<file path="config.mk">
export PLATFORM = sky130hd
export DESIGN_NAME = region_color_vote
export DESIGN_NICKNAME = d
export VERILOG_FILES = /design/src/rtl/region_color_vote.sv
export SDC_FILE = /design/constraint.sdc
export NUM_CORES = 2
export LEC_CHECK = 0
export ABC_AREA = 1
export BUFFER_PORTS_ARGS = -buffer_cell sky130_fd_sc_hd__buf_2
export CAP_MARGIN = 20
export CORE_MARGIN = 10
export CORE_UTILIZATION = 30
export DETAILED_ROUTE_END_ITERATION = 16
export PLACE_DENSITY = 0.47
export SYNTH_ARGS = -nofsm -noshare
export SYNTH_HDL_FRONTEND = slang
export SYNTH_SLANG_ARGS = --single-unit
</file>
<file path="constraint.sdc">
create_clock -name i_clk -period 8.46 [get_ports i_clk]
set_input_delay 0.846 -clock i_clk [delete_from_list [all_inputs] [get_ports i_clk]]
set_output_delay 0.846 -clock i_clk [all_outputs]
set_load 0.02 [all_outputs]
</file>
<file path="src/rtl/region_color_vote.sv">
// Per-frame colour vote: classifies each written pixel into one of six classes, counts per class
// for each cell of a 3x3 grid, and resolves the winning class per cell at end of frame.
module region_color_vote #(
  parameter int unsigned LINE_LENGTH = 480,
  parameter int unsigned LINE_COUNT  = 480,
  parameter int unsigned ADDR_WIDTH  = 18,
  parameter int unsigned CNT_WIDTH   = 15,
  parameter int unsigned SAT_MIN     = 32,
  parameter int unsigned DARK_MAX    = 24,
  parameter int unsigned WHITE_MIN   = 48,
  parameter int unsigned MIN_COUNT   = 256
) (
  input  logic                  i_clk,
  input  logic                  i_rstn,
  input  logic                  i_flush,
  input  logic [15:0]           i_data,
  input  logic [ADDR_WIDTH-1:0] i_addr,
  input  logic                  i_valid,
  output logic [2:0]            o_color0,
  output logic [2:0]            o_color1,
  output logic [2:0]            o_color2,
  output logic [2:0]            o_color3,
  output logic [2:0]            o_color4,
  output logic [2:0]            o_color5,
  output logic [2:0]            o_color6,
  output logic [2:0]            o_color7,
  output logic [2:0]            o_color8,
  output logic                  o_frame_done,
  output logic                  o_sync_err,
  output logic                  o_drop_err
);

  localparam int unsigned XW = (LINE_LENGTH > 2) ? $clog2(LINE_LENGTH) : 1;
  localparam int unsigned YW = (LINE_COUNT > 2) ? $clog2(LINE_COUNT) : 1;
  localparam logic [ADDR_WIDTH-1:0] LastAddr = ADDR_WIDTH'(LINE_LENGTH * LINE_COUNT - 1);

  typedef enum logic [2:0] {StWaitSof, StAccum, StDrain, StResolve, StCommit} state_e;

  state_e                  state_q, state_d;
  logic [XW-1:0]           x_q, x_d;
  logic [YW-1:0]           y_q, y_d;
  logic [ADDR_WIDTH-1:0]   exp_q, exp_d;
  logic                    drain_q, drain_d;
  logic [3:0]              idx_q, idx_d;
  logic                    take, at_origin, clr_cnt, set_sync, set_drop, commit;

  logic                    s1_valid_q;
  logic [2:0]              s1_class_q;
  logic [3:0]              s1_cell_q;
  logic [CNT_WIDTH-1:0]    cnt_q [9][5];
  logic [2:0]              shadow_q [9];
  logic [2:0]              color_q [9];
  logic                    frame_done_q, sync_err_q, drop_err_q;

  // Classification of the incoming pixel
  logic [5:0] r6, g6, b6;
  logic [2:0] class_in;
  always_comb begin
    r6 = {i_data[15:11], i_data[15]};
    g6 = i_data[10:5];
    b6 = {i_data[4:0], i_data[4]};
    class_in = 3'd0;
    if (r6 >= 6'(WHITE_MIN) && g6 >= 6'(WHITE_MIN) && b6 >= 6'(WHITE_MIN)) begin
      class_in = 3'd1;
    end else if (r6 >= 6'(SAT_MIN) && g6 >= 6'(SAT_MIN) && b6 < 6'(DARK_MAX)) begin
      class_in = 3'd2;
    end else if (r6 >= 6'(SAT_MIN) && g6 < 6'(DARK_MAX) && b6 < 6'(DARK_MAX)) begin
      class_in = 3'd3;
    end else if (g6 >= 6'(SAT_MIN) && r6 < 6'(DARK_MAX) && b6 < 6'(DARK_MAX)) begin
      class_in = 3'd4;
    end else if (b6 >= 6'(SAT_MIN) && r6 < 6'(DARK_MAX) && g6 < 6'(DARK_MAX)) begin
      class_in = 3'd5;
    end
  end

  // Cell of the incoming pixel; a frame-start pixel is always at the origin
  logic [XW-1:0] px_x;
  logic [YW-1:0] px_y;
  logic [1:0]    cx, cy;
  logic [3:0]    cell_in;
  always_comb begin
    px_x = at_origin ? '0 : x_q;
    px_y = at_origin ? '0 : y_q;
    cx = (px_x < XW'(LINE_LENGTH / 3)) ? 2'd0 :
         (px_x < XW'(2 * LINE_LENGTH / 3)) ? 2'd1 : 2'd2;
    cy = (px_y < YW'(LINE_COUNT / 3)) ? 2'd0 :
         (px_y < YW'(2 * LINE_COUNT / 3)) ? 2'd1 : 2'd2;
    cell_in = {2'b00, cy} * 4'd3 + {2'b00, cx};
  end

  always_comb begin
    state_d   = state_q;
    x_d       = x_q;
    y_d       = y_q;
    exp_d     = exp_q;
    drain_d   = drain_q;
    idx_d     = idx_q;
    take      = 1'b0;
    at_origin = 1'b0;
    clr_cnt   = 1'b0;
    set_sync  = 1'b0;
    set_drop  = 1'b0;
    commit    = 1'b0;
    if (i_flush) begin
      state_d = StWaitSof;
      clr_cnt = 1'b1;
      x_d     = '0;
      y_d     = '0;
      exp_d   = '0;
      drain_d = 1'b0;
      idx_d   = '0;
    end else begin
      unique case (state_q)
        StWaitSof: begin
          if (i_valid && i_addr == '0) begin
            take      = 1'b1;
            at_origin = 1'b1;
            x_d       = XW'(1);
            y_d       = '0;
            exp_d     = ADDR_WIDTH'(1);
            state_d   = StAccum;
          end
        end
        StAccum: begin
          if (i_valid) begin
            if (i_addr == exp_q) begin
              take = 1'b1;
              if (i_addr == LastAddr) begin
                state_d = StDrain;
                drain_d = 1'b0;
                x_d     = '0;
                y_d     = '0;
                exp_d   = '0;
              end else begin
                exp_d = exp_q + ADDR_WIDTH'(1);
                if (x_q == XW'(LINE_LENGTH - 1)) begin
                  x_d = '0;
                  y_d = y_q + YW'(1);
                end else begin
                  x_d = x_q + XW'(1);
                end
              end
            end else if (i_addr == '0) begin
              // Resync: this pixel restarts the frame
              set_sync  = 1'b1;
              clr_cnt   = 1'b1;
              take      = 1'b1;
              at_origin = 1'b1;
              x_d       = XW'(1);
              y_d       = '0;
              exp_d     = ADDR_WIDTH'(1);
            end else begin
              set_sync = 1'b1;
              clr_cnt  = 1'b1;
              state_d  = StWaitSof;
              x_d      = '0;
              y_d      = '0;
              exp_d    = '0;
            end
          end
        end
        StDrain: begin
          set_drop = i_valid;
          drain_d  = 1'b1;
          if (drain_q) begin
            state_d = StResolve;
            idx_d   = '0;
          end
        end
        StResolve: begin
          set_drop = i_valid;
          idx_d    = idx_q + 4'd1;
          if (idx_q == 4'd8) begin
            state_d = StCommit;
            idx_d   = '0;
          end
        end
        StCommit: begin
          set_drop = i_valid;
          commit   = 1'b1;
          clr_cnt  = 1'b1;
          state_d  = StWaitSof;
        end
        default: state_d = StWaitSof;
      endcase
    end
  end

  // Winner of the cell under resolution; strict compare keeps ties on the lower code
  logic [CNT_WIDTH-1:0] best_cnt;
  logic [2:0]           best_cls;
  logic [2:0]           res;
  always_comb begin
    best_cnt = cnt_q[idx_q][0];
    best_cls = 3'd1;
    for (int k = 1; k < 5; k++) begin
      if (cnt_q[idx_q][k] > best_cnt) begin
        best_cnt = cnt_q[idx_q][k];
        best_cls = 3'(k + 1);
      end
    end
    res = (best_cnt < CNT_WIDTH'(MIN_COUNT)) ? 3'd0 : best_cls;
  end

  always_ff @(posedge i_clk or negedge i_rstn) begin
    if (!i_rstn) begin
      state_q      <= StWaitSof;
      x_q          <= '0;
      y_q          <= '0;
      exp_q        <= '0;
      drain_q      <= 1'b0;
      idx_q        <= '0;
      s1_valid_q   <= 1'b0;
      s1_class_q   <= '0;
      s1_cell_q    <= '0;
      frame_done_q <= 1'b0;
      sync_err_q   <= 1'b0;
      drop_err_q   <= 1'b0;
      for (int c = 0; c < 9; c++) begin
        shadow_q[c] <= '0;
        color_q[c]  <= '0;
        for (int k = 0; k < 5; k++) cnt_q[c][k] <= '0;
      end
    end else begin
      state_q      <= state_d;
      x_q          <= x_d;
      y_q          <= y_d;
      exp_q        <= exp_d;
      drain_q      <= drain_d;
      idx_q        <= idx_d;
      s1_valid_q   <= take && (class_in != 3'd0);
      s1_class_q   <= class_in;
      s1_cell_q    <= cell_in;
      frame_done_q <= commit;
      sync_err_q   <= sync_err_q | set_sync;
      drop_err_q   <= drop_err_q | set_drop;
      for (int c = 0; c < 9; c++) begin
        for (int k = 0; k < 5; k++) begin
          if (clr_cnt) begin
            cnt_q[c][k] <= '0;
          end else if (s1_valid_q && s1_cell_q == 4'(c) && s1_class_q == 3'(k + 1) &&
                       cnt_q[c][k] != '1) begin
            cnt_q[c][k] <= cnt_q[c][k] + CNT_WIDTH'(1);
          end
        end
      end
      if (state_q == StResolve && !i_flush) shadow_q[idx_q] <= res;
      if (commit) begin
        for (int c = 0; c < 9; c++) color_q[c] <= shadow_q[c];
      end
    end
  end

  assign o_color0     = color_q[0];
  assign o_color1     = color_q[1];
  assign o_color2     = color_q[2];
  assign o_color3     = color_q[3];
  assign o_color4     = color_q[4];
  assign o_color5     = color_q[5];
  assign o_color6     = color_q[6];
  assign o_color7     = color_q[7];
  assign o_color8     = color_q[8];
  assign o_frame_done = frame_done_q;
  assign o_sync_err   = sync_err_q;
  assign o_drop_err   = drop_err_q;

endmodule

</file>
== Word-level counts from Yosys, hierarchy flattened ==
Index checks and enable logic that the tools add are counted.

* Output and inout bits: 30
* Flip-flop bits (word level): 784
* Word-level logic and storage cells: 572

* Order comparisons: 20
* Bitwise logic cells: 3
* Multipliers: 1
* Reduce and logical (&&, ||, !) cells: 172
* Add/subtract/negate cells: 50
* Equality and inequality tests: 75
* Mux-type cells: 176

{| class="wikitable"
|+ Operators by type and width
! cell !! number
|-
| two-way mux 15 bit || 94
|-
| adder 15 x 1 -> 15 bit, second input constant || 45
|-
| != test 15 bit, second input constant || 45
|-
| binary-select mux 75 bit (select 4 bit) || 1
|-
| two-way mux 75 bit || 2
|-
| two-way mux 9 bit || 14
|-
| logical AND 1 bit || 113
|-
| two-way mux 18 bit || 5
|-
| nonzero test 2 bit || 45
|-
| greater-than comparator 15 bit || 4
|-
| two-way mux 3 bit || 18
|-
| >= comparator 6 bit, second input constant || 6
|-
| one-hot mux 18 bit (2 select lines) || 1
|-
| one-hot mux 9 bit (2 select lines) || 2
|-
| bitwise mux 27 bit || 1
|-
| two-way mux 1 bit || 23
|-
| adder 18 x 1 -> 18 bit, second input constant || 1
|-
| adder 9 x 1 -> 9 bit, second input constant || 2
|-
| == test 18 bit || 1
|-
| == test 18 bit, second input constant || 1
|-
| zero test 18 bit || 1
|-
| < comparator 6 x 5 -> 1 bit, second input constant || 3
|-
| < comparator 9 x 8 -> 1 bit, second input constant || 2
|-
| < comparator 9 bit, second input constant || 2
|-
| other kinds (34) || 65
|}

== Logic depth before layout (Yosys ltp) ==
* Depth in word-level cells: 15
* Mapped depth: 71
* Depth with buffers taken out: 59

== Worst setup path after synthesis ==
OpenSTA, ideal clock, no wires.

* Path type: register to register
* Start: reg idx_q[1]
* End: reg shadow_q[10] (netlist bit)
* Period minus slack after synthesis: 8.942 ns
* Setup time: 0.066 ns
* Slack: -0.482 ns
* Buffers on the path: 12
* Data arrival time: 8.875 ns
* Cell stages (with the launch flop): 60
* Cell sequence: dfrtp_1 buf_2 inv_2 clkbuf_1 clkbuf_1 clkbuf_1 clkbuf_1 o21ai_0 a221oi_1 a31oi_1 ha_1 nand2_1 nor2_1 nand4_1 or2_0 buf_2 nand2_1 buf_2 [24 not listed] clkbuf_1 buf_1 nand2_1 o21ai_0 ha_1 a21oi_1 o21ai_0 a21oi_1 nor2_1 a211oi_1 o21ai_0 nand2_1 nand2_1 nand2_1 nand2_1 a21oi_1 nand3_1 nand2_1

* Word-level cells in the longest chain between the ends: 15
* Elaborated cells on any way between the ends: 24
* Those cells by class: 7 x order compare; 15 x mux; 1 x bitwise; 1 x reduce/logical

{| class="wikitable"
|+ Ends and longest elaborated chain
! element !! line !! RTL
|-
| from (decl) || 44 || <nowiki>logic [3:0] idx_q, idx_d;</nowiki>
|-
| from (signal assigned) || 230 || <nowiki>idx_q <= idx_d;</nowiki>
|-
| NOT 4 -> 5 bit (not written as such) * || - ||
|-
| binary-select mux 75 bit (select 4 bit) || 194, 197, 198 ||
|-
| two-way mux 75 bit (not written as such) (2 in series) || 197, 198 ||
|-
| greater-than comparator 15 bit || 197 || <nowiki>if (cnt_q[idx_q][k] > best_cnt) begin</nowiki>
|-
| two-way mux 15 bit || 197 ||
|-
| greater-than comparator 15 bit || 197 ||
|-
| two-way mux 15 bit || 197 ||
|-
| greater-than comparator 15 bit || 197 ||
|-
| two-way mux 15 bit || 197 ||
|-
| greater-than comparator 15 bit || 197 ||
|-
| two-way mux 15 bit || 197 ||
|-
| < comparator 15 x 9 -> 1 bit || 202 || <nowiki>res = (best_cnt < CNT_WIDTH'(MIN_COUNT)) ? 3'd0 : best_cls;</nowiki>
|-
| two-way mux 3 bit || 202 ||
|-
| bitwise mux 27 bit * || 247 || <nowiki>if (state_q == StResolve && !i_flush) shadow_q[idx_q] <= res;</nowiki>
|-
| to (signal, indexed assignment) || 247 ||
|-
| to (decl) || 51 || <nowiki>logic [2:0] shadow_q [9];</nowiki>
|}

Mark *: on every way between the ends. The rest lies on a longest branch, timed or not. The select of a mux whose other input is x is not followed.
A chain may end at the register's enable or synchronous reset.

== Worst setup path in the final report ==
* Start: reg idx_q[2]
* End: reg shadow_q[15] (netlist bit)

The elaborated chain is that of the path after synthesis.

==> results.md <==
* Worst skew pair latency at around 0.73 ns
* Post-DP HPWL at approximately 110 mm
* Period utilization at 95.7%
* Grt ovf at 0
* Mean area per synthesized cell at slightly above 7 um2
* Share of cells above drive strength 1 at 8.37%
* Multi-input logic area at roughly 0.024 mm2
* Routed wire length per instance at roughly 18 um
* FF+latch area at a little under 0.02 mm2
* Seq cells post-synth at ~780
* Final Setup Violations at 0
* Clock-pin slew on the worst setup and hold paths at roughly 0.06 ns
* Mapped Area at 0.0471 mm2
* Status: completed
* CTS tree: built
* Die X at 416 um
* CP Class: flip-flop to flip-flop
* Worst EP arrival at approximately 8.7 ns
* Fin. max-slew vios at 0
* Post-synth EDFFs at 0
* Drc violations at 0
* CP max stage delay at about 0.48 ns
* Distinct cell type count after synthesis at 65
* Num rows at 145
* DRT Pass-1 Iters at 6
* Count of clock tree sinks at ~780
* Final Power at between 8 and 9 mW
* Fmax at 0.123 GHz
* Nets at roughly 6700
* Root buffer cell: clkbuf_16
* Fillers at around 16000
* Initial core utilization at 30.2%
* Hold crit path type: primary input to asynchronous set/reset pin
* Total GRT Usage at about 18%
* Crit-path slowest cell: dfrtp_2
* H-tree levels at 3
* Mapped Cells at 6498
* Slew Limit Headroom at 31.1%
* Crit-path leading delay family: simple AND/OR/NAND/NOR gates
* Die height at roughly 420 um
* Drt total wl at 158 mm
* Area delta synth->final at 15.9%
* Largest net degree at the start of global routing at ~170
* Total Die Area at about 0.17 mm2
* CP dominant cell by count: nand2_1
* Hold Vio Cnt, Final at 0
* Via count at 44400
* Buffers on Ports at 60
* Max Clock Skew at about 0.022 ns
* Register area share after synthesis at between 40% and 50%
* Worst Path Buf+Inv at 11
* Primary FF master, synth: dfrtp_1
* Vias per inst at just over 5
* Worst VDD drop at around 150 uV
* Worst EP required at around 9.1 ns
* Routed Antenna Nets at 0
* Worst-Margin Slew at 1.03 ns
* Synth Net Count at roughly 6600
* Maxcap violations at 0
* Antenna violations before repair at 6
* Global-route wire length before repair at ~250 mm
* Final core occ at a little over a third
* Synth async-reset ratio at 100%
* Worst setup SP type: flip-flop
* Ys Warns at 0
* Initial drt markers at 3816
* Static leakage at roughly 23 nW
* Inserted Clock Buffers at 98
* Cts hold-fix bufs at 0
* Pwr Density at about 160 mW/mm2
* Max clock buf depth at 3
* Core area at 0.156 mm2
* Vias in the first global route at approximately 43000
* Setup crit end kind: flip-flop
* Hold Slack at around 0.15 ns
* Period minus WS final at 8.10 ns
* Critical-path maximum fanout at 13
* GPL Wtd Cong at a little under 0.9
* Ports at 68
cell type report:
cell class | instances | share of cell area (%)
repair buffers | 226 | 3.65
clock inverters | 38 | 0.830
well taps | 2058 | 4.72
diodes | 1 | 0.00459
flip-flops and latches | 784 | 36.0
repair inverters | 1 | 0.0160
clock buffers | 142 | 5.22
inverters | 897 | 6.23
multi-input cells | 4589 | 43.4
power breakdown:
group,internal (mW),switching (mW)
logic,0.163,0.538
clock network,2.56,1.81
registers,3.82,0.0622
total,6.54,2.41
flip-flops by register name, summed over array words and instances, names as in the netlist:
signal	flops
cnt_q	675
shadow_q	27
o_color7	3
o_color0	3
o_sync_err	1
idx_q	4
state_q	3
s1_valid_q	1
o_frame_done	1
o_color8	3
o_drop_err	1
o_color2	3
o_color6	3
s1_cell_q	4
y_q	9
o_color4	3
o_color5	3
exp_q	18
drain_q	1
o_color3	3
o_color1	3
x_q	9
s1_class_q	3
Yosys cell counts (6+ instances only):
master | n | area, um2
ha_1 | 107 | 1340
xnor2_1 | 6 | 52.6
nand2_1 | 1048 | 3930
buf_1 | 22 | 82.6
o22ai_1 | 21 | 131
mux2_2 | 27 | 304
o21ai_0 | 606 | 3030
o41ai_1 | 9 | 78.8
inv_1 | 887 | 3330
nor4_1 | 100 | 626
buf_2 | 46 | 230
nand4_1 | 148 | 926
inv_2 | 7 | 26.3
buf_6 | 8 | 90.1
nor3_1 | 349 | 1750
nor2_2 | 7 | 43.8
o21ai_1 | 16 | 80.1
dfrtp_1 | 784 | 19600
nand2_2 | 8 | 50.1
a31oi_1 | 25 | 156
nor2_1 | 775 | 2910
o211ai_1 | 29 | 218
or2_2 | 11 | 68.8
nor3b_1 | 37 | 278
nand3_1 | 372 | 1860
o21a_1 | 30 | 225
a21oi_1 | 620 | 3100
xor2_1 | 39 | 342
or3_1 | 6 | 37.5
and3_1 | 22 | 138
o21bai_1 | 7 | 52.6
a211oi_1 | 72 | 541
clkbuf_1 | 147 | 552
a221oi_1 | 30 | 263
o31ai_1 | 6 | 45.0
logic make-up (layout without fill, tap and decap cells):
group / count (synthesis) / count (layout) / synth area share, %
flip-flops: 784 / 784 / 41.7
multiplexers: 27 / 27 / 0.646
adder cells (fa/ha/maj): 109 / 109 / 2.93
other: 0 / 1 / 0
buffers and inverters: 1125 / 1304 / 9.25
AND/OR/NAND/NOR: 2901 / 2901 / 27.2
XOR/XNOR: 45 / 45 / 0.837
AO/OA/AOI/OAI: 1507 / 1507 / 17.5
metrics by stage:
step | instance area, um2 | setup WS (ns) | TNS (ns) | cells
final | 54600 | 0.361 | 0 | 8736
after global routing | 54600 | -0.111 | -2.71 | 8735
after CTS | 53600 | 0.00439 | 0 | 8705
after detailed placement | 50300 | -0.215 | -5.29 | 8524
after global placement | 50300 | -0.0987 | -2.22 | 8524
after floorplan | 47100 | 0.00469 | 0 | 6498
what timing repair did:
action | CTS | global route
setup endpoints to repair | 27 | 27
buffers inserted | 1 | 25
hold endpoints to repair | 0 | 0
gates resized for setup | 14 | 162
pin swaps | 1 | 27
gates cloned | 0 | 6
placed cells by master, fill, tap and decap left out, types with 59 or more instances in the layout:
master     synthesis  routed
a211oi_1          72      71
a21oi_1          620     609
buf_2             46      59
buf_4              5     126
clkbuf_16          0     103
dfrtp_1          784     780
ha_1             107      97
inv_1            887     880
nand2_1         1048    1035
nand3_1          372     368
nand4_1          148     148
nor2_1           775     768
nor3_1           349     347
nor4_1           100      99
o21ai_0          606     569
layer usage:
layer	up-vias	wire length, um	GRT usage (%)
li1	22100	-	-
met1	21200	74900	24.5
met2	846	72300	28.5
met3	186	7030	2.62
met4	4	3380	4.38
met5	-	21	0
path summary, 6_finish.rpt:
kind / from / endpoint / slack (ns) / cells past startpoint
hold reg to reg: shadow_q[7] / shadow_q[7] / 0.47 / 2
hold / removal: i_rstn / cnt_q[643] / 0.15 / 1
max in group asynchronous: i_rstn / exp_q[10] / 6.65 / 3
setup reg to reg: idx_q[2] / shadow_q[15] / 0.36 / 56
min in group i_clk: i_valid / s1_valid_q / 0.44 / 3
setup / recovery: idx_q[2] / shadow_q[15] / 0.36 / 56
worst register-to-register path: cells and delay by family, from the launching register on:
family          cells  cell delay (ns)
simple gates       29             3.11
fa+ha+maj           4             1.02
compound gates     12             1.82
buf+inv            11             1.52
flops               1             0.48
(Power assumes the default switching activity.)
